--- config.mk ---
export PLATFORM = sky130hd
export DESIGN_NAME = ysyx_25030093_csr_file
export DESIGN_NICKNAME = d
export VERILOG_FILES = /design/src/rtl/ysyx_25030093_csr_file.sv
export SDC_FILE = /design/constraint.sdc
export NUM_CORES = 1
export LEC_CHECK = 0
export BUFFER_PORTS_ARGS = -buffer_cell sky130_fd_sc_hd__buf_4
export CAP_MARGIN = 15
export CORE_MARGIN = 8
export CORE_UTILIZATION = 54
export CTS_CLUSTER_DIAMETER = 120
export DETAILED_ROUTE_END_ITERATION = 16
export PLACE_DENSITY = 0.86
export REMOVE_ABC_BUFFERS = 1
export SLEW_MARGIN = 25
export SYNTH_ARGS = -nofsm -noshare
export SYNTH_HDL_FRONTEND = slang
export SYNTH_SLANG_ARGS = --single-unit
--- constraint.sdc ---
create_clock -name clk -period 4.1 [get_ports clk]
set_input_delay 0.615 -clock clk [delete_from_list [all_inputs] [get_ports clk]]
set_output_delay 0.615 -clock clk [all_outputs]
set_load 0.01 [all_outputs]
--- src/rtl/ysyx_25030093_csr_file.sv ---
// Machine-mode CSR file: mstatus/mtvec/mepc/mcause, ecall/mret handling, ID constants.
// Define YSYX_25030093_MCYCLE_EN to build the free-running 64-bit mcycle counter.
module ysyx_25030093_csr_file #(
  parameter logic [31:0] MVENDORID = 32'h7973_7978,
  parameter logic [31:0] MARCHID   = 32'h017E_AE1D,
  parameter logic [31:0] MTVEC_RST = 32'h0000_0000
) (
  input  logic        clk,
  input  logic        reset,
  input  logic [11:0] csr_addr,
  input  logic        csr_ren,
  input  logic        csr_wen,
  input  logic [31:0] csr_wdata,
  output logic [31:0] csr_data,
  output logic        csr_illegal,
  input  logic        ecall_valid,
  input  logic [31:0] ecall_pc,
  input  logic        mret_valid,
  output logic [31:0] mtvec_o,
  output logic [31:0] mepc_o
);

  localparam logic [11:0] A_MSTATUS   = 12'h300;
  localparam logic [11:0] A_MTVEC     = 12'h305;
  localparam logic [11:0] A_MEPC      = 12'h341;
  localparam logic [11:0] A_MCAUSE    = 12'h342;
  localparam logic [11:0] A_MCYCLE    = 12'hB00;
  localparam logic [11:0] A_MCYCLEH   = 12'hB80;
  localparam logic [11:0] A_MVENDORID = 12'hF11;
  localparam logic [11:0] A_MARCHID   = 12'hF12;

  logic        r_mie;
  logic        r_mpie;
  logic [31:0] r_mtvec;
  logic [31:0] r_mepc;
  logic [31:0] r_mcause;

  logic [31:0] w_mstatus;
  logic [31:0] w_rdata;
  logic        w_mapped;
  logic        w_readonly;
  logic        w_wr_ok;
  logic        w_unused;

  // MPP is hardwired to machine mode; only MIE and MPIE are real state.
  assign w_mstatus = {19'b0, 2'b11, 3'b0, r_mpie, 3'b0, r_mie, 3'b0};

  // Traps win over software writes; a colliding write is dropped completely.
  assign w_wr_ok  = csr_wen & ~ecall_valid & ~mret_valid;
  assign w_unused = &{1'b0, ecall_pc[1:0]};

`ifdef YSYX_25030093_MCYCLE_EN
  logic [63:0] r_mcycle;

  always_ff @(posedge clk or negedge reset) begin
    if (!reset) begin
      r_mcycle <= 64'd0;
    end else if (w_wr_ok && csr_addr == A_MCYCLE) begin
      r_mcycle[31:0] <= csr_wdata;
    end else if (w_wr_ok && csr_addr == A_MCYCLEH) begin
      r_mcycle[63:32] <= csr_wdata;
    end else begin
      r_mcycle <= r_mcycle + 64'd1;
    end
  end
`endif

  always_comb begin
    w_rdata    = 32'd0;
    w_mapped   = 1'b1;
    w_readonly = 1'b0;
    case (csr_addr)
      A_MSTATUS:   w_rdata = w_mstatus;
      A_MTVEC:     w_rdata = r_mtvec;
      A_MEPC:      w_rdata = r_mepc;
      A_MCAUSE:    w_rdata = r_mcause;
`ifdef YSYX_25030093_MCYCLE_EN
      A_MCYCLE:    w_rdata = r_mcycle[31:0];
      A_MCYCLEH:   w_rdata = r_mcycle[63:32];
`endif
      A_MVENDORID: begin
        w_rdata    = MVENDORID;
        w_readonly = 1'b1;
      end
      A_MARCHID: begin
        w_rdata    = MARCHID;
        w_readonly = 1'b1;
      end
      default:     w_mapped = 1'b0;
    endcase
  end

  assign csr_data    = w_rdata;
  assign csr_illegal = (csr_ren & ~w_mapped) | (csr_wen & w_readonly);
  assign mtvec_o     = r_mtvec;
  assign mepc_o      = r_mepc;

  always_ff @(posedge clk or negedge reset) begin
    if (!reset) begin
      r_mie    <= 1'b0;
      r_mpie   <= 1'b0;
      r_mtvec  <= MTVEC_RST;
      r_mepc   <= 32'd0;
      r_mcause <= 32'd0;
    end else if (ecall_valid) begin
      r_mepc   <= {ecall_pc[31:2], 2'b00};
      r_mcause <= 32'd11;
      r_mpie   <= r_mie;
      r_mie    <= 1'b0;
    end else if (mret_valid) begin
      r_mie    <= r_mpie;
      r_mpie   <= 1'b1;
    end else if (w_wr_ok) begin
      case (csr_addr)
        A_MSTATUS: begin
          r_mie  <= csr_wdata[3];
          r_mpie <= csr_wdata[7];
        end
        A_MTVEC:  r_mtvec  <= {csr_wdata[31:2], 2'b00};
        A_MEPC:   r_mepc   <= {csr_wdata[31:2], 2'b00};
        A_MCAUSE: r_mcause <= csr_wdata;
        default:  ;
      endcase
    end
  end

endmodule

## Yosys cells after proc, flatten, opt, wreduce, memory -nomap -nowiden

Index checks and enable logic that the tools add are counted.

| storage, ports and cells | value |
|---|---|
| bits in registers | 96 |
| latch bits | 0 |
| RAM bits | 0 |
| ROM bits | 0 |
| input port bits | 82 |
| output and inout port bits | 97 |
| logic and storage cells | 50 |
| memories kept | 0 |

| operators by class | value |
|---|---|
| add/sub/neg operators | 0 |
| multipliers | 0 |
| div/mod/pow operators | 0 |
| $lt $le $gt $ge | 0 |
| equality and inequality tests | 7 |
| shift operators | 0 |
| mux-type cells | 19 |
| bitwise gates (word level) | 8 |
| reduce and logical (&&, ||, !) cells | 11 |

Operators with widths:

| kind | count |
|---|---|
| $mux W32 | 8 |
| $pmux W32 S6 | 1 |
| $eq A12 B10 Y1 const B | 4 |
| $eq A12 B12 Y1 const B | 2 |
| $mux W1 | 10 |
| $reduce_and A3 Y1 | 2 |
| $reduce_bool A2 Y1 | 3 |
| $reduce_bool A3 Y1 | 2 |
| $reduce_or A6 Y1 | 1 |
| $and A1 B1 Y1 | 4 |
| $reduce_and A4 Y1 | 1 |
| $not A1 Y1 | 3 |
| $ne A2 B2 Y1 const B | 1 |
| $reduce_and A2 Y1 | 1 |
| $reduce_or A2 Y1 | 1 |
| $or A1 B1 Y1 | 1 |

## Longest topological paths before layout

| depth | value |
|---|---|
| word-level depth | 6 |
| mapped depth | 7 |
| gate-level depth less buffers | 4 |

## Worst setup path before layout

No wires, ideal clock.

| timing | value |
|---|---|
| path type | input-to-output |
| start | in csr_addr[0] |
| end | out csr_data[10] |
| data arrival time | 1868 ps |
| required time | 3485 ps |
| setup slack | 1617 ps |
| stages on the path | 6 |
| buffers on the path | 3 |
| cells stage by stage | buf_6 nor4b_1 buf_2 clkbuf_1 a22oi_1 o211ai_1 |

| between the ends | value |
|---|---|
| word-level cells in the longest chain between the ends | 2 |
| elaborated cells between the ends (all ways) | 7 |
| classes of those cells | eq/ne (6); mux (1) |

Ends and longest elaborated chain:

| what | RTL line | source |
|---|---|---|
| start: declaration | 10 | `input logic [11:0] csr_addr,` |
| $eq A12 B12 Y1 / $eq A12 B10 Y1 (equally long branches) | 72 | `case (csr_addr)` |
| $pmux W32 S6 * | 72 |  |
| end: declaration | 14 | `output logic [31:0] csr_data,` |

Mark *: on every way between the ends. The rest lies on a longest branch, timed or not.

## Final worst setup path

| timing | value |
|---|---|
| start | in csr_addr[5] |
| end | out csr_data[29] |

Same word-level chain as after synthesis.

==> impl_metrics.tcl <==
set metrics [dict create \
    tritoncts_clock_tree "built" \
    drtAntennaViolNets 0 \
    power.density_cell_area_nw_per_um2 293.0 \
    cts_num_sinks 94 \
    post_synth.cell_area_avg_um2 10.47 \
    initial_core_utilization 0.5445 \
    dominantRegCellSynth "sky130_fd_sc_hd__dfrtp_1" \
    rsz0062_at_grt "false" \
    report.final.hold_viol_count 0 \
    nets 705 \
    yosys_register_bits 94 \
    critical-path-slowest-cell "sky130_fd_sc_hd__nor4_4" \
    die_height_um 111.4 \
    die-area_um2 12400 \
    critical-path-max-stage-delay_ps 760 \
    worstPathRequired_ps 3480 \
    h-tree-depth 3 \
    dr.first_iter.drc_count 245 \
    outcome "finished, final reports clean" \
    coreArea_um2 9021 \
    yosys.cell_types.count 48 \
    crit_path_start_kind "input pin" \
    place_hpwl_um 11140 \
    post_synth_adder_cell_area 0 \
    max-cap-violations 0 \
    post_synthesis_compound_gate_area_fraction 0.2211 \
    synth.yosys.warnings 0 \
    worst-setup-path-type "in2out" \
    grt_first_pass_wirelength_um 25810 \
    chipWidth_um 111.4 \
    routed-via-count 4606 \
    tightestPinTransition_ps 1060 \
    p_leak_nw 3.171 \
    path_common_cell "sky130_fd_sc_hd__buf_4" \
    period_needed_ps 3284 \
    crit_path_max_fanout 12 \
    fin_skew_ps 0.1446 \
    syn_area_um2 4912 \
    n_antenna_cell 0 \
    layout_worst_path_cycle_share 0.8009 \
    dominant_combinational_cell_family_by_area_after_synthesis "compound AO/OA/AOI/OAI gates" \
    relative_max_transition_margin 0.2911 \
    muxShareOfSynthArea 0.08660 \
    synth_area_leaders "sky130_fd_sc_hd__dfrtp_1 (48%), sky130_fd_sc_hd__mux2_4 (5.5%), sky130_fd_sc_hd__a22o_1 (5.0%)" \
    clk_latency_ps 350 \
    tritoncts.num_buffers 9 \
    drt_pre_antenna_iters 5 \
    worst_setup_hold_path_clk_slew_ps 100 \
    synthDominantCellAreaShare 0.4789 \
    port_buffers 172 \
    cts.repair_timing.setup_buffer_count 0 \
    synthToLayoutAreaGrowth_pct 30.97 \
    cp.arrival_ps 2670 \
    power_frac_comb 0.137 \
    routed_via_count_divided_by_cell_count 6.233 \
    report.final.setup_viol 0 \
    critPathCaptureType "output pin" \
    place_inst 723 \
    boundaryPins 179 \
    power.internal_mw 1.367 \
    fraction_of_power_consumed_by_the_clock_network 0.343 \
    netlist.top_cell.by_area "sky130_fd_sc_hd__dfrtp_1" \
    synthCells 469 \
    fin_cells 739 \
    first_global_vias 5003 \
    grt_max_degree 75 \
    seqPwrFrac 0.520 \
    clockRootBuffer "sky130_fd_sc_hd__clkbuf_8" \
    drt-total-wl_um 16160 \
    synth_edf_count 0 \
    site_row_count 35 \
    gr-total-overflow 0 \
    synth_simple_gate_area_frac 0.1541 \
    seq_area_frac_synth 0.4789 \
    grt_antenna_before_repair 0 \
    drive_above_1_share 0.3631 \
    final_util 0.7132 \
    cts-hold-fix-buffers 0 \
    maxSlewViolCount 0 \
    worst_ir_drop_vdd_mv 0.1382 \
    grtUsageTotal 0.2537 \
    drc 0 \
    maxClockFrequency_ghz 0.3045 \
    cts_buffer_depth 2 \
    cts_repair_resize_count 0 \
    synth_xor_xnor_area_share 0.001783 \
    netSwitchingPower_mw 0.5184 \
    fin_worst_hold_slack_ps 255.9 \
    power.share.switching 0.2750 \
    finalWeightedCongestion 0.8731 \
    asyncSetResetFlopFracSynth 1.000 \
    detail_route.wl_per_cell_um 21.87 \
    timing.critical_path.cells "buf_4 -> or3_1 -> nor4_4 -> buf_4 -> a221o_1 -> buf_4" \
    hold_path_class "in2async" \
]
-- cell usage in the layout, fill, tap and decap left out, types with 5 or more instances in the layout --
master / count
sky130_fd_sc_hd__and3_1: 5
sky130_fd_sc_hd__nor2b_1: 31
sky130_fd_sc_hd__a22oi_1: 18
sky130_fd_sc_hd__nand2_1: 53
sky130_fd_sc_hd__a31oi_1: 30
sky130_fd_sc_hd__nor2_1: 5
sky130_fd_sc_hd__a221o_1: 8
sky130_fd_sc_hd__a21oi_1: 41
sky130_fd_sc_hd__buf_4: 182
sky130_fd_sc_hd__mux2_4: 18
sky130_fd_sc_hd__mux2_1: 12
sky130_fd_sc_hd__inv_1: 8
sky130_fd_sc_hd__o211ai_1: 15
sky130_fd_sc_hd__dfrtp_1: 94
sky130_fd_sc_hd__clkbuf_8: 9
sky130_fd_sc_hd__a22o_1: 28
sky130_fd_sc_hd__a222oi_1: 5
sky130_fd_sc_hd__nand3_1: 12
-- per-stage QoR --
step / TNS, ps / worst slack [ps] / area, um2 / total power [mW]
6_report: 0 / 816.4 / 6434 / 1.885
5_1_grt: 0 / 768.9 / 6434 / 1.963
4_1_cts: 0 / 850.6 / 6430 / 1.899
3_5_place_dp: 0 / 816.9 / 6223 / 1.256
3_3_place_gp: 0 / 854.2 / 6223 / 1.245
2_1_floorplan: -421.6 / -90.89 / 4674 / 1.077
-- per-layer routing --
layer,GRT usage,routed length [um],vias to the layer above
met1,0.3079,6157,2234
met5,0,0,-
met3,0.05430,1423,38
met4,0.1289,532,0
met2,0.4164,8050,277
li1,-,-,2057
-- power groups by stage --
stage               Combinational (mW)  Clock, mW  Sequential, mW
detailed placement               0.257          0           0.999
global placement                 0.248          0           0.997
CTS                              0.258      0.660           0.981
finish                           0.258      0.646           0.981
floorplan                       0.0709          0            1.01
global route                     0.280      0.699           0.984
-- synthesized netlist by cell type, types with 2 or more instances --
| master | count |
|---|---|
| sky130_fd_sc_hd__nor4_2 | 2 |
| sky130_fd_sc_hd__mux2i_1 | 2 |
| sky130_fd_sc_hd__or3_1 | 2 |
| sky130_fd_sc_hd__mux2_1 | 12 |
| sky130_fd_sc_hd__nor2b_1 | 32 |
| sky130_fd_sc_hd__inv_1 | 8 |
| sky130_fd_sc_hd__mux2_4 | 18 |
| sky130_fd_sc_hd__nand4b_1 | 2 |
| sky130_fd_sc_hd__nand3_1 | 12 |
| sky130_fd_sc_hd__o211ai_1 | 15 |
| sky130_fd_sc_hd__dfrtp_1 | 94 |
| sky130_fd_sc_hd__nor4b_1 | 2 |
| sky130_fd_sc_hd__nor3_1 | 3 |
| sky130_fd_sc_hd__a211o_1 | 2 |
| sky130_fd_sc_hd__nand3b_1 | 2 |
| sky130_fd_sc_hd__a22oi_1 | 18 |
| sky130_fd_sc_hd__nor2_1 | 5 |
| sky130_fd_sc_hd__a31oi_1 | 30 |
| sky130_fd_sc_hd__a22o_1 | 28 |
| sky130_fd_sc_hd__clkbuf_1 | 16 |
| sky130_fd_sc_hd__buf_6 | 7 |
| sky130_fd_sc_hd__a221o_1 | 8 |
| sky130_fd_sc_hd__nand4_1 | 3 |
| sky130_fd_sc_hd__and2_1 | 3 |
| sky130_fd_sc_hd__buf_4 | 5 |
| sky130_fd_sc_hd__a21oi_1 | 42 |
| sky130_fd_sc_hd__nand2_1 | 54 |
| sky130_fd_sc_hd__buf_1 | 2 |
| sky130_fd_sc_hd__a32oi_1 | 2 |
| sky130_fd_sc_hd__and3_1 | 5 |
| sky130_fd_sc_hd__a222oi_1 | 5 |
| sky130_fd_sc_hd__buf_2 | 12 |
-- worst paths after layout --
check / start / endpoint / slack (ps) / cells past startpoint
worst max-delay path: csr_addr[5] / csr_data[29] / 820 / 6
worst min-delay path: reset / mtvec_o[14] / 260 / 1
worst max register to register: mtvec_o[22] / mtvec_o[22] / 3260 / 1
worst min register to register: r_mcause[1] / r_mcause[1] / 500 / 1
max in group asynchronous: reset / mtvec_o[21] / 3070 / 2
min in group clk: csr_wdata[23] / mtvec_o[23] / 480 / 2
-- logic make-up after synthesis --
family                 count (synthesis)
XOR/XNOR                               1
AND/OR/NAND/NOR                      136
buffers and inverters                 51
multiplexers                          32
other                                  1
AO/OA/AOI/OAI                        154
flip-flops                            94
-- registers in the layout (all words and copies together) (netlist names) --
signal and cells:
r_mie 1, mtvec_o 30, mepc_o 30, r_mcause 32, r_mpie 1
-- critical path, delay by kind of cell --
kind	cells	cell delay, ps
buf+inv	3	610
compound gates	1	200
simple gates	2	1230
-- cell type report --
cell class	count	area, um2
clock buffer	9	123.9
clock inverter	7	82.58
fill	665	2587
inverter	8	30.03
multi-input combinational	327	2328
sequential	94	2352
tap	111	138.9
timing repair buffer	183	1378
Note: power is estimated with default switching activity, not from simulation.
